--- src/rtl/pipe_mon_pkg.sv ---
// Shared encodings for the pipeline monitor: FSM states, counter selects
// and the canonical NOP used for bubble detection.
package pipe_mon_pkg;

  typedef enum logic [1:0] {
    ST_IDLE   = 2'd0,
    ST_RUN    = 2'd1,
    ST_FROZEN = 2'd2
  } state_e;

  localparam int          NUM_CNT    = 8;
  localparam logic [2:0]  SEL_CYCLES = 3'd0;
  localparam logic [2:0]  SEL_RETIRE = 3'd1;
  localparam logic [2:0]  SEL_STALL  = 3'd2;
  localparam logic [2:0]  SEL_FLUSH  = 3'd3;
  localparam logic [2:0]  SEL_FWDA   = 3'd4;
  localparam logic [2:0]  SEL_FWDB   = 3'd5;
  localparam logic [2:0]  SEL_FWDANY = 3'd6;
  localparam logic [2:0]  SEL_BUBBLE = 3'd7;
  localparam logic [31:0] NOP_INSTR  = 32'h0000_0013;

  // An all-zero word or the addi x0,x0,0 NOP both count as a bubble.
  function automatic logic is_bubble(input logic [31:0] instr);
    return (instr == 32'h0000_0000) || (instr == NOP_INSTR);
  endfunction

endpackage

--- src/rtl/pipe_monitor_if.sv ---
// Push/pop handshake between the monitor core and its retire-trace FIFO.
interface pipe_monitor_if #(
  parameter int W  = 64,
  parameter int LW = 5
);
  logic          push;
  logic [W-1:0]  push_data;
  logic          pop;
  logic          clear;
  logic          head_valid;
  logic [W-1:0]  head_data;
  logic [LW-1:0] level;
  logic          ovf;

  modport master (
    output push, push_data, pop, clear,
    input  head_valid, head_data, level, ovf
  );

  modport slave (
    input  push, push_data, pop, clear,
    output head_valid, head_data, level, ovf
  );
endinterface

--- src/rtl/pipe_monitor_trace_fifo.sv ---
// Retire-trace FIFO with a registered head; when full, either refuses the
// new entry or drops the oldest one, flagging the loss in a sticky bit.
module trace_fifo #(
  parameter int WIDTH     = 64,
  parameter int DEPTH     = 16,
  parameter int OVERWRITE = 0
) (
  input  logic           clk,
  input  logic           reset_n,
  pipe_monitor_if.slave  fif
);
  localparam int            AW       = $clog2(DEPTH);
  localparam int            LW       = AW + 1;
  localparam logic [LW-1:0] LVL_FULL = LW'(DEPTH);

  logic [WIDTH-1:0] r_mem [DEPTH];
  logic [AW-1:0]    r_wr_ptr, r_rd_ptr;
  logic [LW-1:0]    r_level;
  logic             r_ovf, r_head_valid;
  logic [WIDTH-1:0] r_head_data;

  logic             w_full, w_pop, w_lost, w_wr_en, w_rd_adv;
  logic [AW-1:0]    w_wr_ptr_nxt, w_rd_ptr_nxt;
  logic [LW-1:0]    w_level_nxt;
  logic [WIDTH-1:0] w_head_nxt;

  // Next pointers/level; the head is pre-computed so it can be registered.
  always_comb begin
    w_full       = (r_level == LVL_FULL);
    w_pop        = fif.pop && r_head_valid;
    w_lost       = fif.push && w_full && !w_pop;
    w_wr_en      = fif.push && (!w_full || w_pop || (OVERWRITE != 0));
    w_rd_adv     = w_pop || (w_lost && (OVERWRITE != 0));
    w_wr_ptr_nxt = w_wr_en  ? (r_wr_ptr + AW'(1)) : r_wr_ptr;
    w_rd_ptr_nxt = w_rd_adv ? (r_rd_ptr + AW'(1)) : r_rd_ptr;
    w_level_nxt  = r_level + LW'(w_wr_en) - LW'(w_rd_adv);
    if (w_level_nxt == '0) begin
      w_head_nxt = '0;
    end else if (w_wr_en && (r_wr_ptr == w_rd_ptr_nxt)) begin
      w_head_nxt = fif.push_data;
    end else begin
      w_head_nxt = r_mem[w_rd_ptr_nxt];
    end
  end

  // Storage array; contents are don't-care until covered by the level.
  always_ff @(posedge clk) begin
    if (w_wr_en && !fif.clear) begin
      r_mem[r_wr_ptr] <= fif.push_data;
    end
  end

  // Pointers, level, sticky overflow and registered head.
  always_ff @(posedge clk or negedge reset_n) begin
    if (!reset_n) begin
      r_wr_ptr     <= '0;
      r_rd_ptr     <= '0;
      r_level      <= '0;
      r_ovf        <= 1'b0;
      r_head_valid <= 1'b0;
      r_head_data  <= '0;
    end else if (fif.clear) begin
      r_wr_ptr     <= '0;
      r_rd_ptr     <= '0;
      r_level      <= '0;
      r_ovf        <= 1'b0;
      r_head_valid <= 1'b0;
      r_head_data  <= '0;
    end else begin
      r_wr_ptr     <= w_wr_ptr_nxt;
      r_rd_ptr     <= w_rd_ptr_nxt;
      r_level      <= w_level_nxt;
      r_ovf        <= r_ovf || w_lost;
      r_head_valid <= (w_level_nxt != '0);
      r_head_data  <= w_head_nxt;
    end
  end

  assign fif.head_valid = r_head_valid;
  assign fif.head_data  = r_head_data;
  assign fif.level      = r_level;
  assign fif.ovf        = r_ovf;

endmodule

--- src/rtl/pipe_monitor.sv ---
// Pipeline performance monitor: saturating event counters, PC trigger FSM
// and a retire trace buffered in trace_fifo.
module pipe_monitor
  import pipe_mon_pkg::*;
#(
  parameter int CNT_W       = 32,
  parameter int TRACE_DEPTH = 16,
  parameter int OVERWRITE   = 0
) (
  input  logic                         clk,
  input  logic                         reset_n,
  input  logic                         i_enable,
  input  logic                         i_clear,
  input  logic                         i_trig_en,
  input  logic [31:0]                  i_trig_pc,
  input  logic                         i_retire_valid,
  input  logic [31:0]                  i_retire_pc,
  input  logic [31:0]                  i_retire_instr,
  input  logic                         i_stall,
  input  logic                         i_flush,
  input  logic [1:0]                   i_forwardA,
  input  logic [1:0]                   i_forwardB,
  input  logic [2:0]                   i_cnt_sel,
  output logic [CNT_W-1:0]             o_cnt_value,
  output logic                         o_trace_valid,
  input  logic                         i_trace_ready,
  output logic [31:0]                  o_trace_pc,
  output logic [31:0]                  o_trace_instr,
  output logic [$clog2(TRACE_DEPTH):0] o_trace_level,
  output logic                         o_trace_ovf,
  output logic [1:0]                   o_state
);
  localparam int LVL_W = $clog2(TRACE_DEPTH) + 1;

  state_e             r_state, w_state_nxt;
  logic               w_run, w_trig_hit;
  logic [NUM_CNT-1:0] w_inc;
  logic [CNT_W-1:0]   r_cnt [NUM_CNT];
  logic [CNT_W-1:0]   r_cnt_value;

  pipe_monitor_if #(.W(64), .LW(LVL_W)) u_trace_if ();

  // FSM next state and the run qualifier; clear overrides every transition.
  always_comb begin
    w_trig_hit  = i_trig_en && i_retire_valid && (i_retire_pc == i_trig_pc);
    w_run       = (r_state == ST_RUN) && !i_clear;
    w_state_nxt = r_state;
    if (i_clear) begin
      w_state_nxt = ST_IDLE;
    end else begin
      case (r_state)
        ST_IDLE:   w_state_nxt = i_enable ? ST_RUN : ST_IDLE;
        ST_RUN: begin
          if (!i_enable) begin
            w_state_nxt = ST_IDLE;
          end else if (w_trig_hit) begin
            w_state_nxt = ST_FROZEN;
          end else begin
            w_state_nxt = ST_RUN;
          end
        end
        ST_FROZEN: w_state_nxt = i_enable ? ST_FROZEN : ST_IDLE;
        default:   w_state_nxt = ST_IDLE;
      endcase
    end
  end

  // FSM state register.
  always_ff @(posedge clk or negedge reset_n) begin
    if (!reset_n) begin
      r_state <= ST_IDLE;
    end else begin
      r_state <= w_state_nxt;
    end
  end

  // Per-counter event strobes for this cycle.
  always_comb begin
    w_inc             = '0;
    w_inc[SEL_CYCLES] = 1'b1;
    w_inc[SEL_RETIRE] = i_retire_valid;
    w_inc[SEL_STALL]  = i_stall;
    w_inc[SEL_FLUSH]  = i_flush;
    w_inc[SEL_FWDA]   = (i_forwardA != 2'd0);
    w_inc[SEL_FWDB]   = (i_forwardB != 2'd0);
    w_inc[SEL_FWDANY] = (i_forwardA != 2'd0) || (i_forwardB != 2'd0);
    w_inc[SEL_BUBBLE] = i_retire_valid && is_bubble(i_retire_instr);
  end

  // Saturating event counters, active only while running.
  always_ff @(posedge clk or negedge reset_n) begin
    if (!reset_n) begin
      for (int i = 0; i < NUM_CNT; i++) r_cnt[i] <= '0;
    end else if (i_clear) begin
      for (int i = 0; i < NUM_CNT; i++) r_cnt[i] <= '0;
    end else begin
      for (int i = 0; i < NUM_CNT; i++) begin
        if (w_run && w_inc[i] && (r_cnt[i] != '1)) begin
          r_cnt[i] <= r_cnt[i] + CNT_W'(1);
        end
      end
    end
  end

  // Registered counter readout.
  always_ff @(posedge clk or negedge reset_n) begin
    if (!reset_n) begin
      r_cnt_value <= '0;
    end else begin
      r_cnt_value <= i_clear ? '0 : r_cnt[i_cnt_sel];
    end
  end

  assign u_trace_if.push      = w_run && i_retire_valid;
  assign u_trace_if.push_data = {i_retire_pc, i_retire_instr};
  assign u_trace_if.pop       = i_trace_ready;
  assign u_trace_if.clear     = i_clear;

  trace_fifo #(
    .WIDTH     (64),
    .DEPTH     (TRACE_DEPTH),
    .OVERWRITE (OVERWRITE)
  ) u_trace_fifo (
    .clk     (clk),
    .reset_n (reset_n),
    .fif     (u_trace_if)
  );

  assign o_cnt_value   = r_cnt_value;
  assign o_trace_valid = u_trace_if.head_valid;
  assign o_trace_pc    = u_trace_if.head_data[63:32];
  assign o_trace_instr = u_trace_if.head_data[31:0];
  assign o_trace_level = u_trace_if.level;
  assign o_trace_ovf   = u_trace_if.ovf;
  assign o_state       = r_state;

endmodule

--- config.mk ---
export PLATFORM = sky130hd
export DESIGN_NAME = pipe_monitor
export DESIGN_NICKNAME = d
export VERILOG_FILES = /design/src/rtl/pipe_mon_pkg.sv /design/src/rtl/pipe_monitor_if.sv /design/src/rtl/pipe_monitor_trace_fifo.sv /design/src/rtl/pipe_monitor.sv
export SDC_FILE = /design/constraint.sdc
export NUM_CORES = 2
export LEC_CHECK = 0
export ABC_AREA = 1
export CORE_MARGIN = 1.5
export CORE_UTILIZATION = 30
export DETAILED_ROUTE_END_ITERATION = 7
export GPL_ROUTABILITY_DRIVEN = 0
export SYNTH_ARGS = -nofsm -noshare
export SYNTH_HDL_FRONTEND = slang
export SYNTH_HIERARCHICAL = 1
export SYNTH_SLANG_ARGS = --single-unit
--- constraint.sdc ---
create_clock -name clk -period 7.8 [get_ports clk]
set_input_delay 1.17 -clock clk [delete_from_list [all_inputs] [get_ports clk]]
set_output_delay 1.17 -clock clk [all_outputs]
set_load 0.1 [all_outputs]
==> summary.md <==
| Metric | Value |
|---|---|
| Clock Skews | 0.0602 ns |
| Synthesized flop and latch total | 1393 |
| Setup CP Type | input port to flip-flop |
| DR vias | 53200 |
| Syn. warnings | 6 |
| Core area | 0.219 mm2 |
| Maximum vdd drop | 270 uV |
| Post-CTS sizing | 0 |
| CTS tree | done |
| RSZ-0062 raised after global routing | no |
| Register area share after synthesis | 60.6% |
| Final Hold Vio Count | 0 |
| Period Utilization, post-route | 58.8% |
| # DRC | 0 |
| Routed length on met3 | 16900 um |
| GR Overflow Total | 0 |
| PD cells | 276 mW/mm2 |
| Status | finished clean |
| Register Area | 0.0400 mm2 |
| Layout cell share with drive strength beyond 1 | 5.83% |
| DR top layer | met5 |
| Clk root buf | clkbuf_16 |
| Setup TNS | 0 ns |
| H-tree Lvls | 4 |
| Worst R2R Path Depth | 8 |
| FP Rows | 172 |
| Buffers on Ports | 216 |
| DRT Wirelength | 214000 um |
| Area of the multi-input gates | 0.0228 mm2 |
| Data arrival time of the critical path | 5.22 ns |
| Routed len/inst | 21.3 um |
| Slew HR | 22.0% |
| Util after Layout | 34.4% |
| Reg-to-reg startpoint | u_trace_fifo/fif.head_valid$_DFF_PN0_ |
| Mean Syn Cell Area | 9.40 um2 |
| Post-layout min period | 4.58 ns |
| Antenna Nets Post-Route | 0 |
| Worst setup EP type | flip-flop |
| Maximum fanout along the worst path | 56 |
| Max Fclk | 0.218 GHz |
| Post-CTS Setup Repair Bufs | 0 |
| Gr usage total | 18.7% |
| Die Y | 472 um |
| Initial antenna violation count | 19 |
| Die Width | 472 um |
| Hold-fix buffers, CTS | 0 |
| Initial DRC Count | 6112 |
| Post-synthesis net count | 7155 |
| IO Pins | 217 |
| Post-Syn Instances | 7024 |
| WP data required | 8.43 ns |
| Fillers | 22000 |
| Worst-Skew Late Latency | 0.79 ns |
| First-pass GRT wire length | 322000 um |
| Dpl hpwl | 122000 um |
| Max Cap Violations | 0 |
| Pleak | 27.2 nW |
| Metal1 wirelength | 88200 um |
| # setup viols final | 0 |
| Final net count | 7175 |
| CP startpoint kind | input port |
| Worst R2R End | u_trace_fifo/fif.head_data[12]$_DFF_PN0_ |
| Post-synthesis cell type count | 41 |
| Syn-to-layout area delta | 14.4% |
| CTS clock-pin slew for the worst setup and hold paths | 0.06 ns |
| CTS buffer count | 148 |
| Starting Density | 30.1% |
| Num Clock Sinks | 1393 |
| WL met2 | 102000 um |
| R2r setup slk | 3.37 ns |
| Vias in the first global route | 50700 |
| Critical path endpoint | u_trace_fifo/fif.head_data[12]$_DFF_PN0_ |
| Largest net degree at the start of global routing | 220 |
| Worst min-delay path class | input port to async pin |
| Worst Tran Pin Value | 1.17 ns |
| Clock tree buffer depth | 3 |
| Vias per inst | 5.29 |
| Critical path startpoint | i_trace_ready |
| Die area | 0.223 mm2 |
| DRT Pass-1 Iters | 6 |
| Mapped cell area | 0.0660 mm2 |
| Final Max Tran Viols | 0 |
[cells in the final DEF (no fill, tap or decap), types with 10 or more instances in the layout]
cell type / n
a21oi_1: 185
o21ai_1: 58
clkbuf_8: 12
buf_12: 13
inv_1: 350
o31ai_1: 21
nand2_1: 1656
nor2_2: 11
nand2_4: 16
inv_2: 15
nand3_1: 1709
xor2_1: 50
nor2_4: 25
clkbuf_1: 49
nor3_1: 42
clkinv_1: 18
o21ai_0: 257
clkinv_16: 10
ha_1: 18
dfrtp_1: 369
clkinv_2: 18
nand4_1: 109
nor2_1: 540
buf_4: 70
nand2_2: 18
a31oi_1: 26
edfxtp_1: 1024
clkbuf_16: 149
xnor2_1: 49
clkdlybuf4s50_1: 202
[worst max-delay path: stages]
cell and delay (ns):
clkdlybuf4s50_1 0.56, nand3_4 0.63, o21ai_0 0.58, nand2_4 0.46, inv_4 0.88, buf_4 0.54, nand3_1 0.15, nand2_1 0.08
a21oi_1 0.07
[through the flow]
| step | cells | worst slack (ns) | hold slack (ns) | instance area (um2) | total power [W] |
|---|---|---|---|---|---|
| 2_1_floorplan | 7024 | 0.860 | 0.482 | 66000 | 0.0122 |
| 3_3_place_gp | 9765 | 2.54 | 0.501 | 70600 | 0.0138 |
| 3_5_place_dp | 9765 | 2.45 | 0.503 | 70600 | 0.0139 |
| 4_1_cts | 10000 | 3.28 | 0.416 | 75500 | 0.0209 |
| 5_1_grt | 10000 | 2.98 | 0.433 | 75500 | 0.0216 |
| 6_report | 10000 | 3.22 | 0.418 | 75500 | 0.0208 |
[registers in the layout, summed over array words and instances (netlist names)]
register and count:
u_trace_fifo/fif.level 5, o_cnt_value 32, u_trace_fifo/r_mem 1024, o_state 2, u_trace_fifo/r_rd_ptr 4, u_trace_fifo/fif.ovf 1, r_cnt 256, u_trace_fifo/r_wr_ptr 4
u_trace_fifo/fif.head_data 64, u_trace_fifo/fif.head_valid 1
[area by class of cell]
type                            instances  area share (%)
Antenna cell                            6          0.0199
Clock buffer                          210            5.40
Clock inverter                         63            1.10
Inverter                              374            1.90
Multi-Input combinational cell       4840            30.1
Sequential cell                      1393            52.9
Tap cell                             2871            4.76
Timing Repair Buffer                  287            3.74
[synthesized netlist by cell type, drive strengths merged]
| cell type | count | area (um2) |
|---|---|---|
| o21ai | 323 | 1650 |
| a21oi | 185 | 926 |
| ha | 18 | 225 |
| dfrtp | 369 | 9230 |
| a31oi | 26 | 163 |
| clkbuf | 99 | 374 |
| xnor2 | 49 | 429 |
| xor2 | 50 | 438 |
| or2 | 2 | 12.5 |
| fa | 1 | 20.0 |
| o21bai | 2 | 15.0 |
| nor2 | 576 | 2300 |
| o22ai | 4 | 25.0 |
| o31ai | 21 | 158 |
| nand3b | 3 | 22.5 |
| a22o | 1 | 8.76 |
| inv | 372 | 1400 |
| buf | 318 | 1700 |
| nand4 | 114 | 744 |
| nor3 | 50 | 250 |
| clkinv | 2 | 10.0 |
| a221oi | 6 | 52.6 |
| nand3 | 1717 | 8630 |
| nand2 | 1692 | 6500 |
| edfxtp | 1024 | 30700 |
[worst min-delay path by stage]
stage | from | cells after the start | slack (ns) | endpoint
finish | reset_n | 1 | 0.42 | r_cnt[208]$_DFFE_PN0P_
global route | reset_n | 1 | 0.43 | r_cnt[208]$_DFFE_PN0P_
CTS | reset_n | 1 | 0.42 | r_cnt[208]$_DFFE_PN0P_
detailed placement | u_trace_fifo/fif.ovf$_DFF_PN0_ | 2 | 0.50 | u_trace_fifo/fif.ovf$_DFF_PN0_
global placement | r_cnt[225]$_DFFE_PN0P_ | 2 | 0.50 | r_cnt[225]$_DFFE_PN0P_
floorplan | r_cnt[97]$_DFFE_PN0P_ | 2 | 0.48 | r_cnt[97]$_DFFE_PN0P_
[routing by layer]
layer / up-vias / global-route usage (%)
li1: 24300 / -
met1: 26100 / 24.8
met2: 2367 / 30.4
met3: 425 / 3.35
met4: 12 / 7.18
met5: - / 0
[kinds of logic after synthesis]
group,count (synthesis),share of synthesized area (%)
flip-flops,1393,60.6
AND/OR/NAND/NOR,4154,28.0
AO/OA/AOI/OAI,568,4.53
XOR/XNOR,99,1.31
buffers and inverters,791,5.28
adder cells (fa/ha/maj),19,0.371
[where the power goes]
| part | internal, W | switching, W |
|---|---|---|
| Clock | 0.00400 | 0.00309 |
| Combinational | 0.00130 | 0.00402 |
| Sequential | 0.00817 | 0.000230 |
| Total | 0.0135 | 0.00734 |
Power figures use the tool's default switching activity.
